==> src/rtl/dkong_wav_pkg.sv <==
// Shared widths, FSM encoding and cache-entry layout for the wave-ROM bridge.
// The bridge turns byte reads from the sound player into 16-bit word reads.
package dkong_wav_pkg;

    localparam int WAV_AW = 19;
    localparam int MEM_AW = 18;
    localparam int MEM_DW = 16;

    typedef enum logic [1:0] {
        ST_IDLE     = 2'd0,
        ST_DEMAND   = 2'd1,
        ST_PREFETCH = 2'd2
    } state_t;

    typedef struct packed {
        logic              valid;
        logic [MEM_AW-1:0] tag;
        logic [MEM_DW-1:0] data;
    } entry_t;

    // Even byte addresses live in the low lane of the memory word.
    function automatic logic [7:0] sel_byte(input logic [MEM_DW-1:0] word, input logic odd);
        return odd ? word[15:8] : word[7:0];
    endfunction

endpackage

==> src/rtl/dkong_wav_rom_bridge.sv <==
// Two-entry (CUR/NXT) word cache between the wave-sound player and a 16-bit memory,
// with an optional sequential prefetch of the word after CUR.
//
// Memory handshake: O_MEM_REQ is a level that rises with O_MEM_AB valid and holds both
// unchanged until the single-cycle I_MEM_ACK that returns I_MEM_DB; the request then drops
// for at least one cycle. Requests are never withdrawn, and an ACK with no request is ignored.
module dkong_wav_rom_bridge
    import dkong_wav_pkg::*;
#(
    parameter int PREFETCH_EN = 1
) (
    input  logic              I_CLK,
    input  logic              I_RSTn,
    input  logic [WAV_AW-1:0] I_ROM_AB,
    output logic [7:0]        O_ROM_DB,
    output logic              O_MEM_REQ,
    output logic [MEM_AW-1:0] O_MEM_AB,
    input  logic [MEM_DW-1:0] I_MEM_DB,
    input  logic              I_MEM_ACK,
    output logic              O_BUSY,
    output logic [1:0]        O_DBG_STATE
);

    state_t            r_state;
    state_t            w_state_nxt;
    entry_t            r_cur;
    entry_t            r_nxt;
    logic [MEM_AW-1:0] r_mem_ab;
    logic [7:0]        r_rom_db;

    logic [MEM_AW-1:0] w_tag;
    logic              w_odd;
    logic              w_cur_hit;
    logic              w_nxt_hit;
    logic              w_miss;
    logic              w_pf_start;
    logic              w_fill_hit;

    assign w_tag      = I_ROM_AB[WAV_AW-1:1];
    assign w_odd      = I_ROM_AB[0];
    assign w_cur_hit  = r_cur.valid && (r_cur.tag == w_tag);
    assign w_nxt_hit  = r_nxt.valid && (r_nxt.tag == w_tag);
    assign w_miss     = !w_cur_hit && !w_nxt_hit;
    // Prefetch only while the player sits in CUR and NXT is free to receive a word.
    assign w_pf_start = (PREFETCH_EN != 0) && w_cur_hit && !r_nxt.valid;
    assign w_fill_hit = (w_tag == r_mem_ab);

    always_ff @(posedge I_CLK) begin
        if (!I_RSTn) begin
            r_state <= ST_IDLE;
        end else begin
            r_state <= w_state_nxt;
        end
    end

    // Every fetch returns to IDLE, so a miss raised mid-fetch is re-evaluated there.
    always_comb begin
        w_state_nxt = r_state;
        case (r_state)
            ST_IDLE: begin
                if (w_miss) begin
                    w_state_nxt = ST_DEMAND;
                end else if (w_pf_start) begin
                    w_state_nxt = ST_PREFETCH;
                end
            end
            ST_DEMAND, ST_PREFETCH: begin
                if (I_MEM_ACK) begin
                    w_state_nxt = ST_IDLE;
                end
            end
            default: w_state_nxt = ST_IDLE;
        endcase
    end

    always_comb begin
        O_MEM_REQ   = (r_state == ST_DEMAND) || (r_state == ST_PREFETCH);
        O_BUSY      = (r_state == ST_DEMAND) || (r_state == ST_PREFETCH);
        O_DBG_STATE = r_state;
    end

    assign O_MEM_AB = r_mem_ab;
    assign O_ROM_DB = r_rom_db;

    always_ff @(posedge I_CLK) begin
        if (!I_RSTn) begin
            r_cur    <= '0;
            r_nxt    <= '0;
            r_mem_ab <= '0;
            r_rom_db <= '0;
        end else begin
            case (r_state)
                ST_IDLE: begin
                    if (w_cur_hit) begin
                        r_rom_db <= sel_byte(r_cur.data, w_odd);
                        if (w_pf_start) begin
                            r_mem_ab <= r_cur.tag + MEM_AW'(1);
                        end
                    end else if (w_nxt_hit) begin
                        r_cur       <= r_nxt;
                        r_nxt.valid <= 1'b0;
                        r_rom_db    <= sel_byte(r_nxt.data, w_odd);
                    end else begin
                        r_mem_ab <= w_tag;
                    end
                end
                ST_DEMAND: begin
                    // The player may have moved on; the word still fills CUR but is only shown if wanted.
                    if (I_MEM_ACK) begin
                        r_cur <= '{valid: 1'b1, tag: r_mem_ab, data: I_MEM_DB};
                    end
                    if (I_MEM_ACK && w_fill_hit) begin
                        r_rom_db <= sel_byte(I_MEM_DB, w_odd);
                    end else if (w_cur_hit) begin
                        r_rom_db <= sel_byte(r_cur.data, w_odd);
                    end
                end
                ST_PREFETCH: begin
                    if (w_cur_hit) begin
                        r_rom_db <= sel_byte(r_cur.data, w_odd);
                    end
                    if (I_MEM_ACK) begin
                        r_nxt <= '{valid: 1'b1, tag: r_mem_ab, data: I_MEM_DB};
                    end
                end
                default: ;
            endcase
        end
    end

endmodule
==> config.mk <==
export PLATFORM = sky130hd
export DESIGN_NAME = dkong_wav_rom_bridge
export DESIGN_NICKNAME = d
export VERILOG_FILES = /design/src/rtl/dkong_wav_pkg.sv /design/src/rtl/dkong_wav_rom_bridge.sv
export SDC_FILE = /design/constraint.sdc
export NUM_CORES = 1
export LEC_CHECK = 0
export CAP_MARGIN = 20
export CELL_PAD_IN_SITES_DETAIL_PLACEMENT = 0
export CELL_PAD_IN_SITES_GLOBAL_PLACEMENT = 1
export CORE_MARGIN = 5
export CORE_UTILIZATION = 45
export DETAILED_ROUTE_END_ITERATION = 12
export HOLD_SLACK_MARGIN = 0.1
export PLACE_DENSITY = 0.8
export SYNTH_ARGS = -nofsm -noshare
export SYNTH_HDL_FRONTEND = slang
export SYNTH_SLANG_ARGS = --single-unit
==> constraint.sdc <==
create_clock -name I_CLK -period 5.15 [get_ports I_CLK]
set_input_delay 0.7725 -clock I_CLK [delete_from_list [all_inputs] [get_ports I_CLK]]
set_output_delay 0.7725 -clock I_CLK [all_outputs]
set_load 0.02 [all_outputs]
==> qor.txt, run 1 <==
Minimum clock period = 3520 ps
Antenna viol nets, final = 0
DP HPWL = 11.1 mm
H-Tree Level Count = 3
All-Layer GR Usage = 21.5%
Initial Util = 46.0%
Number of global-route vias before repair = 4683
Syn Nets = 692
Flop-to-flop setup slack = 2160 ps
Clock Latency Late Sink = 350 ps
Pin count of the biggest net entering global routing = 59
Avg Synthesized Cell Area = 8.93 um^2
CTS tree = built
First-pass GRT wire length = 25.3 mm
Post-synth top area share = 33.8%
Final setup vio count = 0
Die area = 15300 um^2
Crit-path max cell delay = 730 ps
Most frequent cell after synthesis = nand2_1
Worst Hold End = r_nxt[2]
Post-synth EDFFs = 0
Routed vias/inst = 5.59
Relative slew slack = 34.0%
Post-synthesis compound-gate area fraction = 17.9%
Detailed Routing Iterations Pass 1 = 5
Wirelength, routed = 15.9 mm
Crit-path max FO = 23
Worst-path clk slew = 70 ps
Top post-synthesis cells by area = dfxtp_1 (34%), mux2i_1 (12%), xnor2_1 (8.5%)
Postcts setup bufs = 0
Final Max Slew Viols = 0
WL per Instance = 18.4 um
Hold path cells = 2
HP Class = reg2reg
Post-CTS Resized = 0
WP data arrival = 3800 ps
#FFs+latches synth = 98
Setup TNS = 0 ps
Post-layout nets = 727
Max Clk Rate = 0.284 GHz
Final period utilization = 68.4%
Power Dens Cells = 285 nW/um^2
Mux contribution to synthesized area = 16.6%
IO Port Bufs = 67
Reg2Reg Depth = 7
Simple-Gate Fraction of Synth Area = 16.1%
Hold-fix buffers, CTS = 0
Post-synthesis xor/xnor area fraction = 10.6%
Most frequent cells after synthesis = nand2_1 (108), dfxtp_1 (98), mux2i_1 (68), xnor2_1 (56), clkbuf_1 (37)
Die Y = 124 um
Top_reg_cell synth = dfxtp_1
Worst IR drop on VDD = 0.129 mV
TritonCTS buffer count = 9
CTS Sinks = 98
Power Total = 1.95 mW
Yosys Warn Count = 0
Ant diodes = 0
Clk buf depth = 2
Total leakage power = 2.71 nW
Worst Hold Launch = r_nxt[2]
Sequential share of the synthesized area = 33.8%
Drt drc = 0
RSZ-0062 raised after global routing = no
Grt total ovfl = 0
Setup crit end kind = flip-flop
Sequential Area = 1960 um^2
Max-cap violations = 0
Area of the multi-input gates = 3610 um^2
IO Pins = 68
CP Class = in2reg
WP data required = 5430 ps
Critical path startpoint category = primary input
Fraction of layout cells with a size suffix above 1 = 10.3%
Area of placed instances = 6540 um^2
Row count = 41
Post-synth top area cell = dfxtp_1
Initial antenna violation count = 0
CP startpoint = I_ROM_AB[5]
Initial drt markers = 355
Area share of fa/ha/maj cells after synthesis = 0.862%
Cell breakdown of the critical path = clkdlybuf4s50_1 > xnor2_1 > nand4_1 > or3_4 > or2_1 > a31oi_2 > o21ai_0 > a31oi_1
Status = complete, no violations
Endpoints failing hold = 0
Main combinational cell family by area after synthesis = compound AO/OA/AOI/OAI gates
Mapped Cells = 650
GP Congestion = 0.827
Clock tree root buffer cell = clkbuf_16
Fin area = 6840 um^2
Reg2reg end = O_ROM_DB[0]
Synthesis-to-layout area growth = 17.9%
Post-synth ARST share = 0%
Chip Width = 124 um
Crit Reg-Reg Startpoint = r_cur[18]
Number of fill cells in the layout = 1206
Cell Area, Synth = 5800 um^2
Core Area = 12600 um^2
Yosys cell types = 44
Worst Tran Pin Value = 989 ps
Slowest-stage cell, CP = a31oi_2
DR vias = 4816
Clock Skew = 10.8 ps
-- sequential cells by signal (all words and copies together) (netlist names) --
register,cells
O_MEM_AB,18
O_ROM_DB,8
O_DBG_STATE,2
r_nxt,35
r_cur,35
-- power by group --
part | switching (mW) | total, mW | leakage (nW) | internal (mW)
combinational | 0.193 | 0.388 | 1.76 | 0.195
sequential | 0.0609 | 0.865 | 0.801 | 0.804
clock | 0.315 | 0.696 | 0.147 | 0.381
-- cells by family (layout without fill, tap and decap cells) --
kind of cell | Yosys count | after routing
XOR/XNOR | 70 | 70
AO/OA/AOI/OAI | 130 | 130
flip-flops | 98 | 98
buffers and inverters | 56 | 96
AND/OR/NAND/NOR | 199 | 199
multiplexers | 93 | 93
adder cells (fa/ha/maj) | 4 | 4
-- cell type report --
| class | instances | share of cell area (%) |
|---|---|---|
| Clock buffer | 9 | 3.29 |
| Inverter | 5 | 0.274 |
| Tap cell | 172 | 3.15 |
| Timing Repair Buffer | 75 | 10.8 |
| Sequential cell | 98 | 28.7 |
| Clock inverter | 7 | 1.08 |
| Multi-Input combinational cell | 496 | 52.7 |
-- layout by cell type (no fill, tap or decap), types with 2 or more instances in the layout --
master and n:
nand2_1 108, dfxtp_1 98, mux2i_1 68, clkdlybuf4s50_1 66, xnor2_1 56, a21boi_0 36
o211a_1 34, mux2_2 25, nor2_1 24, o21ai_0 19, nor2b_1 18, nand4_1 15
xor2_1 14, nand3_1 11, clkbuf_16 9, o221a_2 8, o21ai_1 8, a221o_1 8
a31oi_1 8, buf_4 7, inv_1 5, nor4_1 3, and3_1 3, nor3_1 3
and2_1 3, a21oi_1 3, ha_1 3, inv_6 3, nor2_2 2, clkinv_2 2
-- stage by stage --
step	hold WS (ps)	setup slack (ps)	utilization, %	instances
2_1_floorplan	455	2550	-	650
3_3_place_gp	465	1340	51.8	846
3_5_place_dp	477	1330	51.8	846
4_1_cts	485	1690	54.2	862
5_1_grt	507	1420	54.2	862
6_report	481	1630	54.2	862
-- how the worst max path moves through the flow --
| stage | endpoint | slack [ps] | depth (start not counted) |
|---|---|---|---|
| 3_3_place_gp | O_MEM_AB[13] | 1340 | 9 |
| 3_5_place_dp | O_ROM_DB[0] | 1330 | 8 |
| 2_1_floorplan | O_MEM_AB[10] | 2550 | 10 |
| 4_1_cts | O_ROM_DB[0] | 1690 | 8 |
| 6_report | O_ROM_DB[0] | 1630 | 8 |
| 5_1_grt | O_ROM_DB[0] | 1420 | 8 |
-- per-layer routing --
layer	global-route usage, %	routed length [um]	part of all wire (%)	up-vias
met2	33.8	7190	45	117
met3	3.29	711	4.5	14
met4	6.09	176	1.1	0
met5	0	0	0	-
met1	30.6	7820	49	2331
li1	-	-	-	2354
-- worst max-delay path, delay by kind of cell --
kind                   cells  cell delay [ps]
AO/OA/AOI/OAI              3             1080
XOR/XNOR                   1              280
buffers and inverters      1              510
AND/OR/NAND/NOR            3             1150
No activity file was read; power rests on OpenSTA's default activity.
==> run 2: changes to the inputs <==
- CORE_UTILIZATION: 45 -> 43
- PLACE_DENSITY: 0.8 -> 0.77
- clock period: 5.15 -> 3.4 ns (I/O delays scaled with it)
==> run 2 against run 1 <==
Compared with the run above:
- clock skew hardly changed
- hold slack hardly changed
- largest cell class unchanged
- critical endpoint is now O_MEM_REQ
- flip-flop and latch count stayed put
==> qor.txt, run 2 (same netlist as run 1, synthesis figures left out) <==
All-Layer GR Usage = 20.2%
GP Congestion = 0.837
Int Pwr = 2.05 mW
Post-layout nets = 736
TritonCTS buffer count = 9
Placed instance count = 859
Pin count of the biggest net entering global routing = 99
Fraction of layout cells with a size suffix above 1 = 10.9%
Minimum clock period = 2750 ps
Met1 Track Usage GR = 29.3%
Drt drc = 0
Clock Latency Late Sink = 350 ps
CP Class = reg2out
Clk buf depth = 2
Worst-path clk slew = 70 ps
Die area = 15900 um^2
Wirelength, routed = 16.1 mm
Sequential power share = 45.4%
Number of global-route vias before repair = 4712
Area of the multi-input gates = 3610 um^2
Slowest-stage cell, CP = clkdlybuf4s50_1
Detailed Routing Iterations Pass 1 = 4
Relative slew slack = 39.2%
Postcts setup bufs = 0
Core Area = 13200 um^2
DR vias = 4845
Endpoints failing hold = 0
Setup TNS = 0 ps
Post-CTS Resized = 0
Cell breakdown of the critical path = inv_1 > ha_1 > clkdlybuf4s50_1
Sw frac = 28.8%
Crit-path max FO = 14
Max Clk Rate = 0.364 GHz
WP data required = 2890 ps
Worst IR drop on VDD = 0.325 mV
Final period utilization = 80.9%
CTS Sinks = 98
IO Port Bufs = 67
Logic pwr share = 20.8%
Commonest cells after routing, fill and taps aside = nand2_1 (108), dfxtp_1 (98), mux2i_1 (68)
Worst Tran Pin Value = 913 ps
WL per Instance = 18.4 um
CTS tree = built
Switching pwr = 0.829 mW
Gr busiest metal = met2
Ant diodes = 0
Min Hold Slack = 481 ps
DP HPWL = 11.1 mm
Initial drt markers = 287
Power Total = 2.88 mW
Total leakage power = 2.74 nW
Met3 usage = 2.92%
Antenna viol nets, final = 0
Crit-path max cell delay = 720 ps
Status = complete, no violations
Clock power frac = 33.8%
Critical path startpoint category = flip-flop
Row count = 42
Hold-fix buffers, CTS = 0
Routed vias/inst = 5.54
Synthesis-to-layout area growth = 19.1%
H-Tree Level Count = 3
Max-cap violations = 0
Met2 GRT Util = 30.9%
Grt total ovfl = 0
Commonest non-fill, non-tap cell in the layout = nand2_1
HP Class = reg2reg
RSZ-0062 raised after global routing = no
Sequential Area = 1960 um^2
Final Max Slew Viols = 0
Chip Width = 126 um
Initial Util = 43.8%
Cell Count, Final, Fillers Out = 874
WP data arrival = 2240 ps
Initial antenna violation count = 0
First-pass GRT wire length = 25.8 mm
Setup crit end kind = output port
Die Y = 126 um
Final setup vio count = 0
IO Pins = 68
Clock tree root buffer cell = clkbuf_16
Number of fill cells in the layout = 1254
Power Dens Cells = 417 nW/um^2
Clock Skew = 10.9 ps
run 2: critical path: cells and delay by family, from the launching register on:
family / cells / cell delay (ps)
adder cells (fa/ha/maj): 1 / 690
buffers and inverters: 2 / 810
flip-flops: 1 / 380
run 2: per-stage QoR:
step	utilization, %	worst slack, ps	area (um^2)
global route	52.2	548	6910
CTS	52.2	637	6910
floorplan	-	1060	5800
detailed placement	50.1	391	6640
global placement	50.1	393	6640
finish	52.2	650	6910
run 2: final cells by class:
cell class,instances,share of cell area (%)
sequential,98,28.4
clock buffer,13,3.77
tap,176,3.19
multi-input combinational,496,52.2
inverter,5,0.272
clock inverter,2,0.181
timing repair buffer,84,12.0
run 2: worst paths after layout:
path,start,end,slack (ps),cells past startpoint
max,O_DBG_STATE[1],O_MEM_REQ,650,3
min,r_nxt[14],r_nxt[14],480,2
max reg2reg,r_cur[16],O_MEM_AB[16],950,8
min reg2reg,r_nxt[14],r_nxt[14],480,2
run 2: power by group through the flow:
| stage | combinational, mW | clock, mW | sequential [mW] |
|---|---|---|---|
| floorplan | 0.368 | 0 | 1.33 |
| global placement | 0.591 | 0 | 1.33 |
| detailed placement | 0.598 | 0 | 1.33 |
| CTS | 0.601 | 0.996 | 1.31 |
| global route | 0.645 | 1.04 | 1.32 |
| finish | 0.599 | 0.974 | 1.31 |
run 2: routing by layer:
layer | part of all wire, % | vias to the layer above
met5 | 0 | -
met4 | 1.3 | 0
met3 | 5.0 | 11
met2 | 45 | 105
met1 | 49 | 2354
li1 | - | 2375
==> run 3: changes to the inputs <==
- CORE_UTILIZATION: 43 -> 39
- PLACE_DENSITY: 0.77 -> 0.74
- clock period: 3.4 -> 2.5 ns (I/O delays scaled with it)
==> run 3 against run 2 <==
Compared with the run above:
- final cell count up 5.7%
- via count up 2.0%
- die area up 9.4%
- clock power up 38%
- hold slack better by 6.4 ps
- utilization down 2.0 points
- routed wire length up 4.1%
- largest cell class unchanged
==> qor.txt, run 3 (same netlist as run 1, synthesis figures left out) <==
Drt drc = 0
Final setup vio count = 0
Die area = 17400 um^2
Int Pwr = 2.82 mW
Final period utilization = 95.9%
Reg2Reg Depth = 8
Detailed Routing Iterations Pass 1 = 4
Setup WS pre-CTS = -285 ps
WP data arrival = 2650 ps
Clock Skew = 8.98 ps
Die Y = 132 um
TritonCTS buffer count = 9
Reg2reg end = O_MEM_AB[11]
First-pass GRT wire length = 26.8 mm
Ant diodes = 0
Worst Tran Pin Value = 749 ps
Final Max Slew Viols = 0
Worst Hold End = r_nxt[2]
Hold-fix buffers, CTS = 0
Routed vias/inst = 5.35
Crit-path max FO = 9
Total leakage power = 3.00 nW
Hold path cells = 2
Minimum clock period = 2400 ps
Commonest cells after routing, fill and taps aside = nand2_1 (108), dfxtp_1 (98), mux2i_1 (68)
Clock tree root buffer cell = clkbuf_16
Sw frac = 29.9%
Max Clk Rate = 0.417 GHz
Number of global-route vias before repair = 4992
Critical path startpoint category = primary input
H-Tree Level Count = 3
Power Dens Cells = 549 nW/um^2
All-Layer GR Usage = 19.0%
WL per Instance = 18.2 um
Fraction of layout cells with a size suffix above 1 = 16.6%
Chip Width = 132 um
WP data required = 2750 ps
Pin count of the biggest net entering global routing = 56
Sequential power share = 43.9%
CP startpoint = I_ROM_AB[13]
Antenna viol nets, final = 0
DP HPWL = 11.9 mm
HP Class = reg2reg
Wirelength, routed = 16.8 mm
Initial antenna violation count = 0
Setup TNS = 0 ps
Grt total ovfl = 0
CTS Sinks = 98
Initial Util = 39.8%
Relative slew slack = 50.0%
Clock power frac = 33.4%
Switching pwr = 1.20 mW
IO Port Bufs = 67
Row count = 44
Post-route setup slack = 102 ps
Endpoints failing hold = 0
Crit Reg-Reg Startpoint = r_cur[21]
CTS tree = built
Logic pwr share = 22.8%
DR vias = 4944
Post-layout nets = 777
Commonest non-fill, non-tap cell in the layout = nand2_1
Flop-to-flop setup slack = 200 ps
IO Pins = 68
Initial drt markers = 297
CP Class = in2reg
Worst IR drop on VDD = 0.372 mV
Clk buf depth = 2
Synthesis-to-layout area growth = 26.1%
Status = complete, no violations
Worst Hold Launch = r_nxt[2]
GP Congestion = 0.867
Core Area = 14600 um^2
Worst-path clk slew = 70 ps
Clock Latency Late Sink = 360 ps
Setup crit end kind = flip-flop
RSZ-0062 raised after global routing = yes
Max-cap violations = 0
-- run 3: cell count changes in the layout (fill, tap and decap cells not counted), moves of 2 or more --
cell	change
buf_4	+37
buf_12	+3
clkinv_4	+3
clkbuf_1	-2
clkbuf_8	-2
clkdlybuf4s50_1	-2
dlymetal6s2s_1	+2
inv_6	+2
-- run 3: critical path, stage by stage --
cell and delay [ps]:
clkdlybuf4s50_1 530, xnor2_1 150, nand4_1 150, or3_4 410, or2_4 280, o211ai_4 280
clkbuf_16 230, mux2i_1 190, nor2b_1 60
-- run 3: area by class of cell --
type | count | area [um^2]
Inverter | 5 | 18.8
Multi-Input combinational cell | 496 | 3630
Tap cell | 184 | 230
Clock inverter | 7 | 53.8
Clock buffer | 9 | 225
Timing Repair Buffer | 125 | 1200
Fill cell | 1357 | 7270
Sequential cell | 98 | 1960
-- run 3: repair_timing --
item | CTS | global route
resized for setup | 0 | 6
endpoints found under the setup margin | 0 | 34
setup buffers | 0 | 1
-- run 3: power by group through the flow --
stage	sequential, mW	combinational, mW	clock, mW
final	1.76	0.915	1.34
after global routing	1.78	0.985	1.44
after CTS	1.76	0.908	1.39
after detailed placement	1.80	0.904	0
after global placement	1.79	0.889	0
after floorplan	1.81	0.500	0
-- run 3: per-layer routing --
| layer | share of wire, % | vias to the layer above | GRT usage, % |
|---|---|---|---|
| li1 | - | 2463 | - |
| met3 | 4.0 | 17 | 3.78 |
| met1 | 44 | 2361 | 23.9 |
| met2 | 50 | 103 | 32.2 |
| met4 | 1.8 | 0 | 6.74 |
| met5 | 0 | - | 0 |
-- run 3: metrics by stage --
step                      instances  util, %  hold slack, ps  cell area [um^2]  total power [mW]
after floorplan                 650        -             455              5800              2.31
after global placement          906     47.8             469              6980              2.68
after detailed placement        906     47.8             477              6980              2.70
after CTS                       922     49.8             487              7260              4.05
after global routing            924     50.2             508              7320              4.19
final                           924     50.2             487              7320              4.02
-- run 3: how the worst max path moves through the flow --
stage | to | depth (start not counted)
2_1_floorplan | O_MEM_AB[10] | 11
3_3_place_gp | O_MEM_AB[8] | 9
3_5_place_dp | O_MEM_AB[7] | 9
4_1_cts | O_MEM_AB[11] | 9
5_1_grt | O_MEM_AB[16] | 10
6_report | O_MEM_AB[11] | 9
